File: config.mk
export PLATFORM = sky130hd
export DESIGN_NAME = poly_ram_seq
export DESIGN_NICKNAME = d
export VERILOG_FILES = /design/src/rtl/poly_ram_seq.sv
export SDC_FILE = /design/constraint.sdc
export NUM_CORES = 2
export LEC_CHECK = 0
export BUFFER_PORTS_ARGS = -buffer_cell sky130_fd_sc_hd__buf_2
export CORE_AREA = 3 3 541 543
export CTS_CLUSTER_DIAMETER = 120
export CTS_CLUSTER_SIZE = 24
export DETAILED_ROUTE_END_ITERATION = 10
export DIE_AREA = 0 0 544 546
export PLACE_DENSITY_LB_ADDON = 0.15
export SLEW_MARGIN = 20
export SYNTH_ARGS = -nofsm -noshare
export SYNTH_HDL_FRONTEND = slang
export SYNTH_SLANG_ARGS = --single-unit
File: constraint.sdc
create_clock -name clk -period 78.5 [get_ports clk]
set_input_delay 11.775 -clock clk [delete_from_list [all_inputs] [get_ports clk]]
set_output_delay 11.775 -clock clk [all_outputs]
set_load 0.03 [all_outputs]
File: src/rtl/poly_ram_seq.sv
// Load/readout sequencer for a banked polynomial RAM.
// LOAD writes each incoming row to the same address in every bank; READ streams rows back out
// through a small credit-controlled FIFO that absorbs the BRAM read latency and back-pressure.

`ifndef COMMON_BRAM_DELAY
`define COMMON_BRAM_DELAY 2
`endif

module poly_ram_seq #(
  parameter int unsigned COE_WIDTH         = 39,
  parameter int unsigned ADDR_WIDTH        = 9,
  parameter int unsigned NUM_BASE_BANK     = 8,
  parameter int unsigned N_ROWS            = 512,
  parameter int unsigned COMMON_BRAM_DELAY = `COMMON_BRAM_DELAY
) (
  input  logic                                clk,
  input  logic                                rst,
  input  logic                                wr_start,
  input  logic                                rd_start,
  input  logic                                s_valid,
  output logic                                s_ready,
  input  logic [COE_WIDTH*NUM_BASE_BANK-1:0]  s_data,
  output logic                                m_valid,
  input  logic                                m_ready,
  output logic [COE_WIDTH*NUM_BASE_BANK-1:0]  m_data,
  output logic                                m_last,
  output logic                                busy,
  output logic                                load_done,
  output logic [NUM_BASE_BANK-1:0]            ram_wea,
  output logic [ADDR_WIDTH*NUM_BASE_BANK-1:0] ram_addra,
  output logic [COE_WIDTH*NUM_BASE_BANK-1:0]  ram_dina,
  output logic [ADDR_WIDTH*NUM_BASE_BANK-1:0] ram_addrb,
  input  logic [COE_WIDTH*NUM_BASE_BANK-1:0]  ram_doutb
);

  localparam int unsigned RowW      = COE_WIDTH * NUM_BASE_BANK;
  localparam int unsigned CntW      = ADDR_WIDTH + 1;
  localparam int unsigned Dly       = COMMON_BRAM_DELAY;
  localparam int unsigned FifoDepth = COMMON_BRAM_DELAY + 2;
  localparam int unsigned PtrW      = $clog2(FifoDepth);
  localparam int unsigned FcntW     = $clog2(FifoDepth + 1);
  localparam int unsigned OccW      = FcntW + 1;
  localparam logic [CntW-1:0] LastRow = CntW'(N_ROWS - 1);
  localparam logic [CntW-1:0] NumRows = CntW'(N_ROWS);

  typedef enum logic [1:0] {StIdle, StLoad, StRead} state_e;

  state_e state_q, state_d;

  logic [CntW-1:0]          wr_cnt_q;
  logic [CntW-1:0]          rd_cnt_q;
  logic [NUM_BASE_BANK-1:0] wea_q;
  logic [ADDR_WIDTH-1:0]    addra_q;
  logic [RowW-1:0]          dina_q;
  logic                     load_done_q;
  logic [ADDR_WIDTH-1:0]    addrb_q;

  // In-flight read tracking: valid bit and last-row tag travel together.
  logic [Dly-1:0] inflight_q;
  logic [Dly-1:0] inflight_last_q;

  logic [RowW-1:0]  fifo_data_q [FifoDepth];
  logic             fifo_last_q [FifoDepth];
  logic [PtrW-1:0]  wr_ptr_q, rd_ptr_q;
  logic [FcntW-1:0] fifo_cnt_q, fifo_cnt_d;

  logic            wr_hs;
  logic            wr_last;
  logic            rd_go;
  logic            issue;
  logic [CntW-1:0] issue_row;
  logic [OccW-1:0] occ;
  logic            push;
  logic            pop;

  function automatic logic [PtrW-1:0] ptr_inc(input logic [PtrW-1:0] p);
    return (p == PtrW'(FifoDepth - 1)) ? '0 : p + PtrW'(1);
  endfunction

  assign wr_hs   = (state_q == StLoad) && s_valid;
  assign wr_last = wr_hs && (wr_cnt_q == LastRow);
  // wr_start has priority over rd_start when both arrive in IDLE.
  assign rd_go   = (state_q == StIdle) && rd_start && !wr_start;
  assign push    = inflight_q[Dly-1];
  assign pop     = m_valid && m_ready;

  // Read issue: reads start in the rd_start cycle itself, gated by FIFO credits.
  always_comb begin
    occ = {1'b0, fifo_cnt_q};
    for (int i = 0; i < int'(Dly); i++) begin
      occ = occ + {{FcntW{1'b0}}, inflight_q[i]};
    end
    issue_row = rd_go ? '0 : rd_cnt_q;
    issue     = ((state_q == StRead) || rd_go) && (occ < OccW'(FifoDepth)) &&
                (issue_row < NumRows);
  end

  // Next-state logic.
  always_comb begin
    state_d = state_q;
    case (state_q)
      StIdle: begin
        if (wr_start)      state_d = StLoad;
        else if (rd_start) state_d = StRead;
      end
      StLoad: if (wr_last) state_d = StIdle;
      StRead: if (pop && m_last) state_d = StIdle;
      default: state_d = StIdle;
    endcase
  end

  // State register.
  always_ff @(posedge clk or posedge rst) begin
    if (rst) state_q <= StIdle;
    else     state_q <= state_d;
  end

  // Load path: counter and registered write port.
  always_ff @(posedge clk or posedge rst) begin
    if (rst) begin
      wr_cnt_q    <= '0;
      wea_q       <= '0;
      addra_q     <= '0;
      dina_q      <= '0;
      load_done_q <= 1'b0;
    end else begin
      if ((state_q == StIdle) && wr_start) wr_cnt_q <= '0;
      else if (wr_hs)                      wr_cnt_q <= wr_cnt_q + CntW'(1);
      wea_q       <= {NUM_BASE_BANK{wr_hs}};
      load_done_q <= wr_last;
      if (wr_hs) begin
        addra_q <= wr_cnt_q[ADDR_WIDTH-1:0];
        dina_q  <= s_data;
      end
    end
  end

  // Read path: address register, counter and latency-matching shift register.
  always_ff @(posedge clk or posedge rst) begin
    if (rst) begin
      rd_cnt_q        <= '0;
      addrb_q         <= '0;
      inflight_q      <= '0;
      inflight_last_q <= '0;
    end else begin
      if (rd_go) rd_cnt_q <= '0;
      if (issue) begin
        rd_cnt_q <= issue_row + CntW'(1);
        addrb_q  <= issue_row[ADDR_WIDTH-1:0];
      end
      for (int i = int'(Dly) - 1; i > 0; i--) begin
        inflight_q[i]      <= inflight_q[i-1];
        inflight_last_q[i] <= inflight_last_q[i-1];
      end
      inflight_q[0]      <= issue;
      inflight_last_q[0] <= issue && (issue_row == LastRow);
    end
  end

  // FIFO occupancy update.
  always_comb begin
    fifo_cnt_d = fifo_cnt_q;
    case ({push, pop})
      2'b10:   fifo_cnt_d = fifo_cnt_q + FcntW'(1);
      2'b01:   fifo_cnt_d = fifo_cnt_q - FcntW'(1);
      default: fifo_cnt_d = fifo_cnt_q;
    endcase
  end

  // Output FIFO: captures ram_doutb when the matching in-flight bit emerges.
  always_ff @(posedge clk or posedge rst) begin
    if (rst) begin
      for (int i = 0; i < int'(FifoDepth); i++) begin
        fifo_data_q[i] <= '0;
        fifo_last_q[i] <= 1'b0;
      end
      wr_ptr_q   <= '0;
      rd_ptr_q   <= '0;
      fifo_cnt_q <= '0;
    end else begin
      if (push) begin
        fifo_data_q[wr_ptr_q] <= ram_doutb;
        fifo_last_q[wr_ptr_q] <= inflight_last_q[Dly-1];
        wr_ptr_q              <= ptr_inc(wr_ptr_q);
      end
      if (pop) rd_ptr_q <= ptr_inc(rd_ptr_q);
      fifo_cnt_q <= fifo_cnt_d;
    end
  end

  assign s_ready   = (state_q == StLoad);
  assign busy      = (state_q != StIdle);
  assign m_valid   = (fifo_cnt_q != '0);
  assign m_data    = fifo_data_q[rd_ptr_q];
  assign m_last    = m_valid && fifo_last_q[rd_ptr_q];
  assign load_done = load_done_q;
  assign ram_wea   = wea_q;
  assign ram_addra = {NUM_BASE_BANK{addra_q}};
  assign ram_dina  = dina_q;
  assign ram_addrb = {NUM_BASE_BANK{addrb_q}};

endmodule

==> summary.md <==
| Metric | Value |
|---|---|
| Status | finished clean |
| # rows | 197 |
| Seq/Total Area, Yosys | 0.590 |
| Ys async rst share | 1.00 |
| CTS Buffer Depth | 3 |
| Clk_lat worst skew | 0.75 ns |
| GRT Residual Overflow | 0 |
| Total of max-cap violations | 0 |
| RSZ-0062 raised after global routing | no |
| CP arrival | around 4.8 ns |
| CP startpoint | rd_ptr_q[0]$_DFFE_PP0P_ |
| Layout net count | about 6500 |
| Final Slew Violations | 0 |
| Crit path max fanout | 50 |
| DRT Wirelength | 287 mm |
| Setup bufs post-CTS | 0 |
| R2r endpoint | fifo_data_q[442]$_DFFE_PP0P_ |
| Worst-path clk slew | around 0.10 ns |
| Type of the worst min-delay path | register to register |
| Most common cell after layout, fill and taps aside | dfrtp_1 |
| Wire per inst | around 30 um |
| Fin crit share | 0.211 |
| Highest-count cells in the layout ignoring fill and taps | dfrtp_1 (1615), buf_2 (1410), mux2_2 (1255), nand2_1 (978), mux4_2 (313) |
| Sw frac | 0.398 |
| Fin area | ~80000 um2 |
| Mapped Area | 68600 um2 |
| Dpl hpwl | between 200 and 250 mm |
| Reg2Reg Setup Slack | 73.44 ns |
| Total core area | around 290000 um2 |
| First-pass GRT wire length | approximately 390 mm |
| CP Cell Sequence | buf_4, buf_4, buf_4, mux4_2, buf_2 |
| Rel. slew slack | 0.308 |
| Vias | between 40000 and 50000 |
| Crit. End Element | output port |
| Clock skew | just under 0.05 ns |
| FF-to-FF Start | wr_ptr_q[0]$_DFFE_PP0P_ |
| H-tree depth | 3 |
| DRT antenna net count | 0 |
| Largest stage delay, worst path | 1.03 ns |
| Logic pwr share | 0.393 |
| Vias in the first global route | 46000 |
| Hold Fails Final Rpt | 0 |
| Critical path type | register to output port |
| Layout Area Growth over Synthesis | 18.2% |
| Die W | ~540 um |
| P_sw | 0.998 mW |
| Die Span Y | 546 um |
| CP required | 66.73 ns |
| Initial Util | 0.238 |
| Int Power | approximately 1.5 mW |
| Synth cell types | 44 |
| #FFs+latches synth | around 1600 |
| Clk sink count | about 1600 |
| TritonCTS Buffers | 80 |
| YS warnings | 0 |
| Power per cell area | between 30 and 40 nW/um2 |
| Largest net degree at the start of global routing | 154 |
| Mapped Avg Cell Area | 14.5 um2 |
| Hold-fix buffers at CTS | 0 |
| 1st-iter DRT viols | 3019 |
| Placer Congestion | 0.912 |
| Placed Instance Area | just under 80000 um2 |
| CTS tree | done |
| Cell count after synthesis | approximately 4700 |
| Root Driver | clkbuf_16 |
| Post-CTS resize count | 0 |
| Worst VDD drop | approximately 0.022 mV |
| Clock share of power | 0.193 |
| Via density | around 4.6 |
| Core Util, Final | 0.281 |
| 1st-pass router iterations | 5 |
| Layout cells sized above 1 | 0.536 |
| Setup_tns | 0 ns |
| Share of power burned in registers | 0.414 |
| Cell mode on critical path | buf_4 |
| Die ar. | slightly below 300000 um2 |
| Highest clock rate | approximately 60 MHz |
| Fin crit period | 16.57 ns |
| # DRC | 0 |
| P_leak | approximately 37 nW |
| Worst slew pin tran | approximately 1.0 ns |
| Ys flop type | dfrtp_1 |
| Final setup viols | 0 |
| Mapped Nets | between 5000 and 6000 |
| Crit path to | m_data[146] |
| Crit start category | register |
| Initial antenna violation count | about 260 |
| Number of top-level pins | roughly 1400 |
| Master of the slowest instance on the critical path | dfrtp_4 |
| EDFF count, synth | 0 |
| Reg2Reg Depth | 8 |
| Overall Global Routing Usage | 0.189 |
| IO buf count | between 1000 and 1500 |
==> critical path: cells and delay by family (launching register included) <==
| family | cells | cell delay [ns] |
|---|---|---|
| buffers and inverters | 4 | 2.44 |
| flip-flops | 1 | 1.03 |
| multiplexers | 1 | 0.42 |
==> cell type report <==
type / count / area, um2
multi-input combinational: 2670 / 25700
tap: 3781 / 4730
clock inverter: 11 / 145
antenna: 86 / 215
inverter: 12 / 60.1
fill: 29600 / 207000
clock buffer: 84 / 2030
timing repair buffer: 1472 / 7640
sequential: 1617 / 40500
==> registers in the layout, indices dropped and copies added (netlist names), 2 cells and up <==
name             flops
addrb_q              9
state_q              2
inflight_last_q      2
inflight_q           2
fifo_cnt_q           3
wr_cnt_q            10
fifo_data_q       1248
ram_dina           312
fifo_last_q          4
rd_ptr_q             2
addra_q              9
rd_cnt_q            10
wr_ptr_q             2
==> cell usage after synthesis (all sizes together), types with 4 or more instances <==
cell / count / area, um2
nand3: 4 / 20.0
ha: 9 / 113
o21ai: 21 / 105
o31ai: 4 / 35.0
nand4: 6 / 37.5
mux4: 313 / 7050
nand2: 983 / 3690
mux2: 1256 / 14100
a21oi: 7 / 35.0
nor3: 6 / 30.0
and2: 4 / 27.5
or3: 4 / 25.0
buf: 375 / 2220
xnor2: 8 / 70.1
nor2: 15 / 58.8
dfrtp: 1617 / 40500
inv: 12 / 45.0
clkbuf: 42 / 158
xor2: 5 / 43.8
or4: 4 / 30.0
==> cells by family after synthesis <==
kind of cell / synth area share
DFF: 0.590
and+or+nand+nor: 0.0587
xor gates and xnor gates: 0.00166
buffers and inverters: 0.0353
adders and majority gates: 0.00193
muxes: 0.309
AOI/OAI and AO/OA: 0.00290
==> how the worst min path moves through the flow <==
stage | startpoint | to | cells past startpoint | slack, ns
after detailed placement | inflight_last_q[0]$_DFF_PP0_ | inflight_last_q[1]$_DFF_PP0_ | 0 | 0.34
after global placement | inflight_last_q[0]$_DFF_PP0_ | inflight_last_q[1]$_DFF_PP0_ | 0 | 0.34
after CTS | inflight_last_q[0]$_DFF_PP0_ | inflight_last_q[1]$_DFF_PP0_ | 0 | 0.36
final | inflight_last_q[0]$_DFF_PP0_ | inflight_last_q[1]$_DFF_PP0_ | 0 | 0.36
after global routing | inflight_last_q[0]$_DFF_PP0_ | inflight_last_q[1]$_DFF_PP0_ | 0 | 0.37
after floorplan | inflight_last_q[0]$_DFF_PP0_ | inflight_last_q[1]$_DFF_PP0_ | 0 | 0.33
==> per-layer routing <==
metal	wire length (um)	GRT usage	vias up
met5	59	0	-
met4	17600	0.0906	8
met3	16200	0.0424	633
met2	150000	0.346	1554
met1	103000	0.202	23600
li1	-	-	18700
==> power groups by stage <==
stage	clock network [mW]	logic (mW)	registers, mW
after floorplan	0	0.676	1.06
after global placement	0	1.00	1.05
after detailed placement	0	1.01	1.06
after CTS	0.512	1.01	1.04
after global routing	0.538	1.04	1.06
final	0.484	0.987	1.04
==> per-stage QoR <==
step	std cells	power [mW]	hold slack, ns	setup slack, ns
global placement	9551	2.06	0.340	61.92
CTS	9646	2.56	0.363	61.62
floorplan	4716	1.73	0.331	21.10
finish	9733	2.51	0.361	61.93
global route	9685	2.63	0.374	61.55
detailed placement	9551	2.07	0.339	61.85
No activity file was read; power rests on OpenSTA's default activity.
